`config.mk`:
```
export PLATFORM = sky130hd
export DESIGN_NAME = mrv32_if
export DESIGN_NICKNAME = d
export VERILOG_FILES = /design/src/rtl/mrv32_if.sv
export SDC_FILE = /design/constraint.sdc
export NUM_CORES = 1
export LEC_CHECK = 0
export ABC_AREA = 1
export CAP_MARGIN = 0
export CORE_UTILIZATION = 35
export CTS_CLUSTER_SIZE = 20
export DETAILED_ROUTE_END_ITERATION = 12
export GPL_TIMING_DRIVEN = 0
export PLACE_DENSITY = 0.72
export SYNTH_ARGS = -nofsm -noshare
export SYNTH_HDL_FRONTEND = slang
export SYNTH_SLANG_ARGS = --single-unit
```
`constraint.sdc`:
```
create_clock -name clk -period 5.8 [get_ports clk]
set_input_delay 1.16 -clock clk [delete_from_list [all_inputs] [get_ports clk]]
set_output_delay 1.16 -clock clk [all_outputs]
set_load 0.1 [all_outputs]
```
`src/rtl/mrv32_if.sv`:
```
// Instruction fetch stage for a single-issue RV32 core: one request in flight,
// holds the fetched word until writeback commits it, halts sticky on any fault.
module mrv32_if #(
  parameter logic [31:0] RESET_PC = 32'h0000_0000
) (
  input  logic        clk,
  input  logic        rst,
  output logic        imem_req_valid,
  output logic [31:0] imem_req_addr,
  input  logic        imem_req_ready,
  input  logic        imem_rsp_valid,
  input  logic [31:0] imem_rsp_data,
  input  logic        imem_rsp_err,
  output logic        if_valid,
  output logic [31:0] if_instr,
  output logic [31:0] if_pc,
  input  logic        instr_accept,
  input  logic [31:0] pc_next,
  output logic        fetch_fault,
  output logic [31:0] fault_pc,
  output logic [31:0] retire_count
);

  // state      | meaning
  // S_REQ      | request at pc presented, waiting for imem_req_ready
  // S_WAIT_RSP | request accepted, waiting for the response beat
  // S_HOLD     | instruction held for decode/execute until instr_accept
  // S_FAULT    | bus error or misaligned next pc; halted until rst
  typedef enum logic [1:0] {
    S_REQ,
    S_WAIT_RSP,
    S_HOLD,
    S_FAULT
  } state_t;

  state_t      state;
  state_t      state_nxt;
  logic [31:0] pc;
  logic        ld_instr;
  logic        ld_pc;
  logic        ld_fault;
  logic        inc_retire;
  logic [31:0] fault_pc_nxt;

  always_ff @(posedge clk or posedge rst) begin
    if (rst) begin
      state        <= S_REQ;
      pc           <= RESET_PC;
      if_instr     <= 32'h0;
      fault_pc     <= 32'h0;
      retire_count <= 32'h0;
    end else begin
      state <= state_nxt;
      if (ld_instr)   if_instr     <= imem_rsp_data;
      if (ld_pc)      pc           <= pc_next;
      if (ld_fault)   fault_pc     <= fault_pc_nxt;
      if (inc_retire) retire_count <= retire_count + 32'd1;
    end
  end

  always_comb begin
    state_nxt    = state;
    ld_instr     = 1'b0;
    ld_pc        = 1'b0;
    ld_fault     = 1'b0;
    inc_retire   = 1'b0;
    fault_pc_nxt = pc;
    case (state)
      S_REQ: begin
        if (imem_req_ready) state_nxt = S_WAIT_RSP;
      end
      S_WAIT_RSP: begin
        if (imem_rsp_valid) begin
          if (imem_rsp_err) begin
            ld_fault  = 1'b1;
            state_nxt = S_FAULT;
          end else begin
            ld_instr  = 1'b1;
            state_nxt = S_HOLD;
          end
        end
      end
      S_HOLD: begin
        if (instr_accept) begin
          inc_retire = 1'b1;
          if (pc_next[1:0] == 2'b00) begin
            ld_pc     = 1'b1;
            state_nxt = S_REQ;
          end else begin
            // pc stays at the committed instruction; the bad target is reported
            ld_fault     = 1'b1;
            fault_pc_nxt = pc_next;
            state_nxt    = S_FAULT;
          end
        end
      end
      S_FAULT: begin
        state_nxt = S_FAULT;
      end
      default: begin
        state_nxt = S_REQ;
      end
    endcase
  end

  // Reset state is S_REQ, so the request is gated by rst to stay quiet during reset.
  assign imem_req_valid = (state == S_REQ) && !rst;
  assign imem_req_addr  = pc;
  assign if_valid       = (state == S_HOLD);
  assign if_pc          = pc;
  assign fetch_fault    = (state == S_FAULT);

endmodule

```
# Word-level counts from Yosys, hierarchy flattened
# Index checks and enable logic that the tools add are counted.
# classes
mux	22
reduce_logical	5
n_addsub	1
n_eq_ne	6
# ops
cell	n
$mux 32	3
$add 32x1->32 const B	1
$mux 1	13
$mux 2	4
$pmux 2 s4	1
$eq 2x2->1 const B	2
$logic_not 2->1	2
$ne 2x2->1 const B	2
$reduce_and 3->1	1
$eq 2x1->1 const B	1
$ne 2x1->1 const B	1
$pmux 1 s2	1
$logic_and 1x1->1	1
$logic_not 1->1	1
# totals
inputBits	70
ff_bits	130

# Depth between registers and ports, before layout
# Gate-level depths: netlist of run 1.
# depth
word_depth	4
mapped_depth	11
depth_no_buf	10

# Worst setup path after synthesis of run 1
# Ideal clock, no wire load.
# synth_path
path_kind	input -> output
from	input port rst
to	output port imem_req_valid
stages	1
path_buffers	0
required_time_ns	4.640
slack_ns	2.227
arrival_time_ns	2.413
cell_sequence	nor2_1
# synth_between
elab_chain_len	2
# synth_rtl
item	line_no	source
from (decl)	7	input logic rst,
$logic_not 1->1	107	assign imem_req_valid = (state == S_REQ) && !rst;
$logic_and 1x1->1	107	
to (decl)	8	output logic imem_req_valid,
# Every way passes these cells.

# Worst setup path after layout of run 1
# Ends and elaborated chain as after synthesis.

==> results by group, run 1 <==
Run status
  • Status: complete, no violations

Placement
  • Port bufs: 232
  • Setup WS pre-CTS: roughly 1700 ps
  • Inst Count DP: 1140
  • Placer congestion estimate: 0.857
  • Post-DP HPWL: 12700 um

Route
  • Vias per cell: between 4 and 5
  • DR DRC count: 0
  • Initial DRC Count: 297
  • Router iterations before antenna repair: 5
  • DR vias: 5355
  • Wirelength per Cell: 14.8 um
  • Detailed Route WL: 17300 um
  • Post-route ant nets: 0

Cells and area
  • Ratio of cells with drive above 1 in the final layout: 15.0%
  • Post-Layout Cell Count: around 1200
  • Fillers: approximately 1600
  • Commonest non-fill, non-tap cell in the layout: clkdlybuf4s50_1
  • Diodes inserted: 0
  • Commonest non-fill, non-tap cells in the layout: 232 x clkdlybuf4s50_1, 158 x nand2_1, 130 x dfrtp_1
  • Area Growth Syn to Fin: 51.4%
  • Nets: 1010

Worst setup path
  • Flop2flop setup slack: around 3800 ps
  • WS Path Type: input pin to primary output
  • Critical Path Fanout Max: 2
  • WP data arrival: around 3000 ps
  • Startpoint types: input pin
  • WP data required: 4640 ps
  • Cell Chain, Critical Path: clkdlybuf4s50_1, nor2_1, clkdlybuf4s50_1
  • R2R cell count: 8
  • Buffers & Inverters on Critical Path: 2
  • Most common cell on crit path: clkdlybuf4s50_1
  • CP max stage cell: clkdlybuf4s50_1
  • Delay-heaviest family, CP: buffers and inverters
  • Critical path capture point type: primary output
  • Reg-to-Reg Start: state[0]$_DFFE_PP0P_
  • Max incr delay on CP: between 1000 and 1500 ps
  • R2R Path End: if_pc[7]$_DFFE_PP0P_

STA
  • Final WS setup: 1660 ps
  • Final Hold Vio Count: 0
  • Max-slew headroom: 32.1%
  • Hold slack final: approximately 500 ps
  • RSZ-0062 raised after global routing: false
  • Final setup skew: 9.59 ps
  • Worst slew pin tran: 1020 ps
  • Minimum clock period: 4140 ps
  • Period utilization: 71.3%
  • Endpoints failing setup: 0
  • Max-slew violations: 0
  • Fmax: 0.242 GHz

Global routing
  • Vias in the first global route: 5277
  • Overall Global Routing Usage: 19.6%
  • Gr ovfl total: 0
  • First-pass GRT wire length: 28000 um
  • Initial antenna violation count: 0
  • Pin count of the biggest net entering global routing: 72

Clocking
  • Setup bufs post-CTS: 0
  • Clock Pin Slew Worst Setup and Hold Paths: around 60 ps
  • Clock tree buffer depth: 2
  • Clk sinks: 130
  • CTS tree: yes
  • Root buffer cell: clkbuf_16
  • CTS resizes: 0
  • Hold-fix buffers, CTS: 0
  • CTS Buf Count: 17
  • Worst-Skew Late Latency: 410 ps
  • H-tree depth: 4

Hold path
  • Hold Path End: retire_count[31]$_DFFE_PP0P_
  • Hold Path Class: register to register
  • Hold path start: retire_count[31]$_DFFE_PP0P_
  • Worst Hold Depth: 2

Die
  • CORE AREA: 0.0174 mm2
  • Row count: 48
  • Initial Utilization: 36.1%
  • Chip width: between 100 and 150 um
  • Die height: 136 um
  • Io pins: 233
  • Area of the die: 0.0185 mm2

Synthesis
  • #FFs+latches synth: 130
  • Number of distinct library cells after synthesis: 31
  • Yosys warns: 0
  • Mapped Nets: 758
  • Synthesized instance count: 682
  • Register area share after synthesis: between 50% and 60%
  • Syn_area_per_cell: 9.21 um2
  • Syn Std Cell Area: 0.00628 mm2

Run
  • Max-cap violations: 0
==> layer usage <==
layer | share of wire [%] | track usage (%)
met1 | 44 | 25.3
met2 | 49 | 31.9
met3 | 5.9 | 5.15
met4 | 1.2 | 6.23
met5 | 0 | 0
==> per-stage QoR <==
| step | setup TNS, ps | util, % | cell area [um2] |
|---|---|---|---|
| final | 0 | 54.6 | 9510 |
| after detailed placement | 0 | 51.2 | 8920 |
| after floorplan | 0 | - | 6280 |
| after CTS | 0 | 54.6 | 9510 |
| after global routing | 0 | 54.6 | 9510 |
| after global placement | -119690 | 51.0 | 8890 |
==> registers in the layout, indices dropped and copies added (netlist names) <==
name          count
fault_pc         32
if_instr         32
if_pc            32
retire_count     32
state             2
==> Yosys cell counts (all sizes together) <==
library cell / count / area, um2
and2: 1 / 6.26
xnor2: 10 / 87.6
clkbuf: 11 / 41.3
clkinv: 1 / 3.75
ha: 6 / 75.1
xor2: 6 / 52.6
nor3: 3 / 15.0
nand3: 13 / 65.1
mux2: 32 / 360
o21ai: 32 / 160
nand2: 160 / 606
buf: 45 / 337
o21a: 31 / 233
a22oi: 1 / 7.51
nor2: 83 / 332
dfrtp: 130 / 3250
inv: 64 / 240
o22ai: 1 / 6.26
nand3b: 10 / 75.1
a21o: 1 / 7.51
a21oi: 34 / 275
a21boi: 1 / 7.51
nand4: 6 / 37.5
==> how the worst max path moves through the flow <==
stage	from	endpoint	slack (ps)	cells after the start
finish	rst	imem_req_valid	1660	3
global route	rst	imem_req_valid	1640	3
CTS	rst	imem_req_valid	1670	3
detailed placement	rst	imem_req_valid	1670	3
global placement	rst	if_pc[24]$_DFFE_PP0P_	-930	2
floorplan	rst	fault_pc[0]$_DFFE_PP0P_	1170	1
==> worst register-to-register path, stage by stage (launching register included) <==
cell	delay (ps)
dfrtp_1	400
inv_1	140
ha_1	240
nand2_2	110
nor2_1	250
inv_1	170
clkbuf_1	300
nand2_1	120
o21ai_0	100
==> cells by family (layout without fill, tap and decap cells) <==
family	count (synthesis)	after routing	share of synthesized area, %
muxes	32	32	5.73
buffers and inverters	121	385	9.90
DFF	130	130	51.8
and+or+nand+nor	276	276	18.1
adders and majority gates	6	6	1.19
xor gates and xnor gates	16	16	2.23
AOI/OAI and AO/OA	101	101	11.1
==> area by class of cell <==
class / count / area (um2) / share of cell area (%)
flip-flops and latches: 130 / 3250 / 34.2
multi-input cells: 431 / 2410 / 25.3
repair buffers: 233 / 2350 / 24.7
clock buffers: 21 / 460 / 4.84
plain buffers: 56 / 378 / 3.97
well taps: 225 / 282 / 2.96
inverters: 65 / 249 / 2.62
clock inverters: 10 / 134 / 1.41
Power of run 1 is left out: the tool's default activity adds up to more than one toggle a clock period on the data nets, which glitch-free logic cannot reach.
==> run 2: changes to the inputs <==
Settings changed: PLACE_DENSITY 0.72 to 0.74.
Clock period 5.8 ns to 3.7 ns, I/O delays scaled along.
==> results by group, run 2 (same netlist as run 1, synthesis figures left out) <==
Global routing
  • Overall Global Routing Usage: 19.5%
  • Vias in the first global route: ~5400
  • Initial antenna violation count: 0
  • First-pass GRT wire length: 27700 um
  • Gr ovfl total: 0
  • Pin count of the biggest net entering global routing: around 40

Route
  • Router iterations before antenna repair: 6
  • Wirelength per Cell: 14.7 um
  • Detailed Route WL: 17200 um
  • DR DRC count: 0
  • Vias per cell: 4.63
  • DR vias: roughly 5400
  • Initial DRC Count: 324
  • Post-route ant nets: 0

Run
  • Max-cap violations: 0

Cells and area
  • Diodes inserted: 0
  • Commonest non-fill, non-tap cells in the layout: 232 x clkdlybuf4s50_1, 158 x nand2_1, 130 x dfrtp_1
  • Area Growth Syn to Fin: 51.0%
  • Nets: between 1000 and 1500
  • Fillers: ~1600
  • Ratio of cells with drive above 1 in the final layout: 15.2%
  • Register area: 0.00325 mm2
  • Commonest non-fill, non-tap cell in the layout: clkdlybuf4s50_1
  • Area used by multi-input combinational logic: roughly 0.0024 mm2

Worst setup path
  • Critical Path Source: rst
  • Critical path capture point type: primary output
  • R2R Path End: if_pc[4]$_DFFE_PP0P_
  • R2R cell count: 8
  • WS Path Type: input pin to primary output
  • Critical Path Fanout Max: 2
  • WP data required: 2960 ps
  • Reg-to-Reg Start: state[0]$_DFFE_PP0P_
  • WP data arrival: ~2500 ps
  • Flop2flop setup slack: 1660 ps
  • Startpoint types: input pin

Placement
  • Placer congestion estimate: 0.865
  • Port bufs: 232
  • Post-DP HPWL: 13100 um

Clocking
  • Clk sinks: between 100 and 150
  • CTS Buf Count: 17
  • Hold-fix buffers, CTS: 0
  • Worst-Skew Late Latency: 420 ps
  • H-tree depth: 4
  • CTS resizes: 0
  • Clock tree buffer depth: 2
  • Setup bufs post-CTS: 0
  • Root buffer cell: clkbuf_16
  • Clock Pin Slew Worst Setup and Hold Paths: around 50 ps
  • CTS tree: yes

Die
  • Initial Utilization: 36.1%
  • Die height: 136 um
  • Chip width: 136 um
  • Row count: 48
  • Area of the die: between 0.015 and 0.02 mm2
  • Io pins: 233
  • CORE AREA: around 0.017 mm2

Hold path
  • Hold path start: retire_count[31]$_DFFE_PP0P_
  • Worst Hold Depth: 2
  • Hold Path End: retire_count[31]$_DFFE_PP0P_
  • Hold Path Class: register to register

STA
  • TNS Setup: 0 ps
  • Final setup skew: 9.06 ps
  • Max-slew headroom: 31.6%
  • Max-slew violations: 0
  • Final Hold Vio Count: 0
  • Period utilization: 86.5%
  • Fmax: ~0.31 GHz
  • Minimum clock period: 3200 ps
  • Worst slew pin tran: 1020 ps
  • RSZ-0062 raised after global routing: false
  • Endpoints failing setup: 0

Run status
  • Status: complete, no violations
run 2: cell count changes in the layout (fill, tap and decap cells not counted):
cell	delta
clkinvlp_4	+3
buf_12	+3
clkinv_4	-1
clkbuf_8	-1
clkinv_2	+2
bufinv_16	-2
buf_16	-1
inv_6	-1
run 2: worst max path at each step:
stage	end	slack, ps	depth (start not counted)
after global routing	imem_req_valid	420	5
after detailed placement	imem_req_valid	500	3
after CTS	imem_req_valid	470	5
after global placement	if_pc[26]$_DFFE_PP0P_	30	2
final	imem_req_valid	500	3
after floorplan	imem_req_valid	970	1
run 2: layer usage:
| metal | GRT usage [%] | vias up | part of all wire [%] |
|---|---|---|---|
| met5 | 0 | - | 0 |
| met4 | 7.47 | 0 | 1.9 |
| met3 | 5.74 | 22 | 6.1 |
| met2 | 31.2 | 158 | 49 |
| met1 | 24.7 | 2605 | 43 |
| li1 | - | 2644 | - |
run 2: critical path: stages:
cell and delay, ps:
clkdlybuf4s50_1 450, nor2_1 130, clkdlybuf4s50_1 1140
run 2: cell type report:
| cell class | instances | share of cell area [%] |
|---|---|---|
| plain buffers | 56 | 3.98 |
| clock buffers | 20 | 4.71 |
| clock inverters | 11 | 0.949 |
| inverters | 65 | 2.61 |
| multi-input cells | 431 | 25.4 |
| flip-flops and latches | 130 | 34.3 |
| well taps | 225 | 2.97 |
| repair buffers | 235 | 25.1 |
run 2: stage by stage:
step	instance area, um2	util [%]	hold slack, ps	instances	worst slack [ps]
floorplan	6290	-	562	682	967
detailed placement	8950	51.4	478	1142	496
CTS	9490	54.5	497	1173	474
global placement	8890	51.0	476	1139	34.8
global route	9490	54.5	513	1173	417
finish	9490	54.5	498	1173	499
Power of run 2 is left out for the same reason.
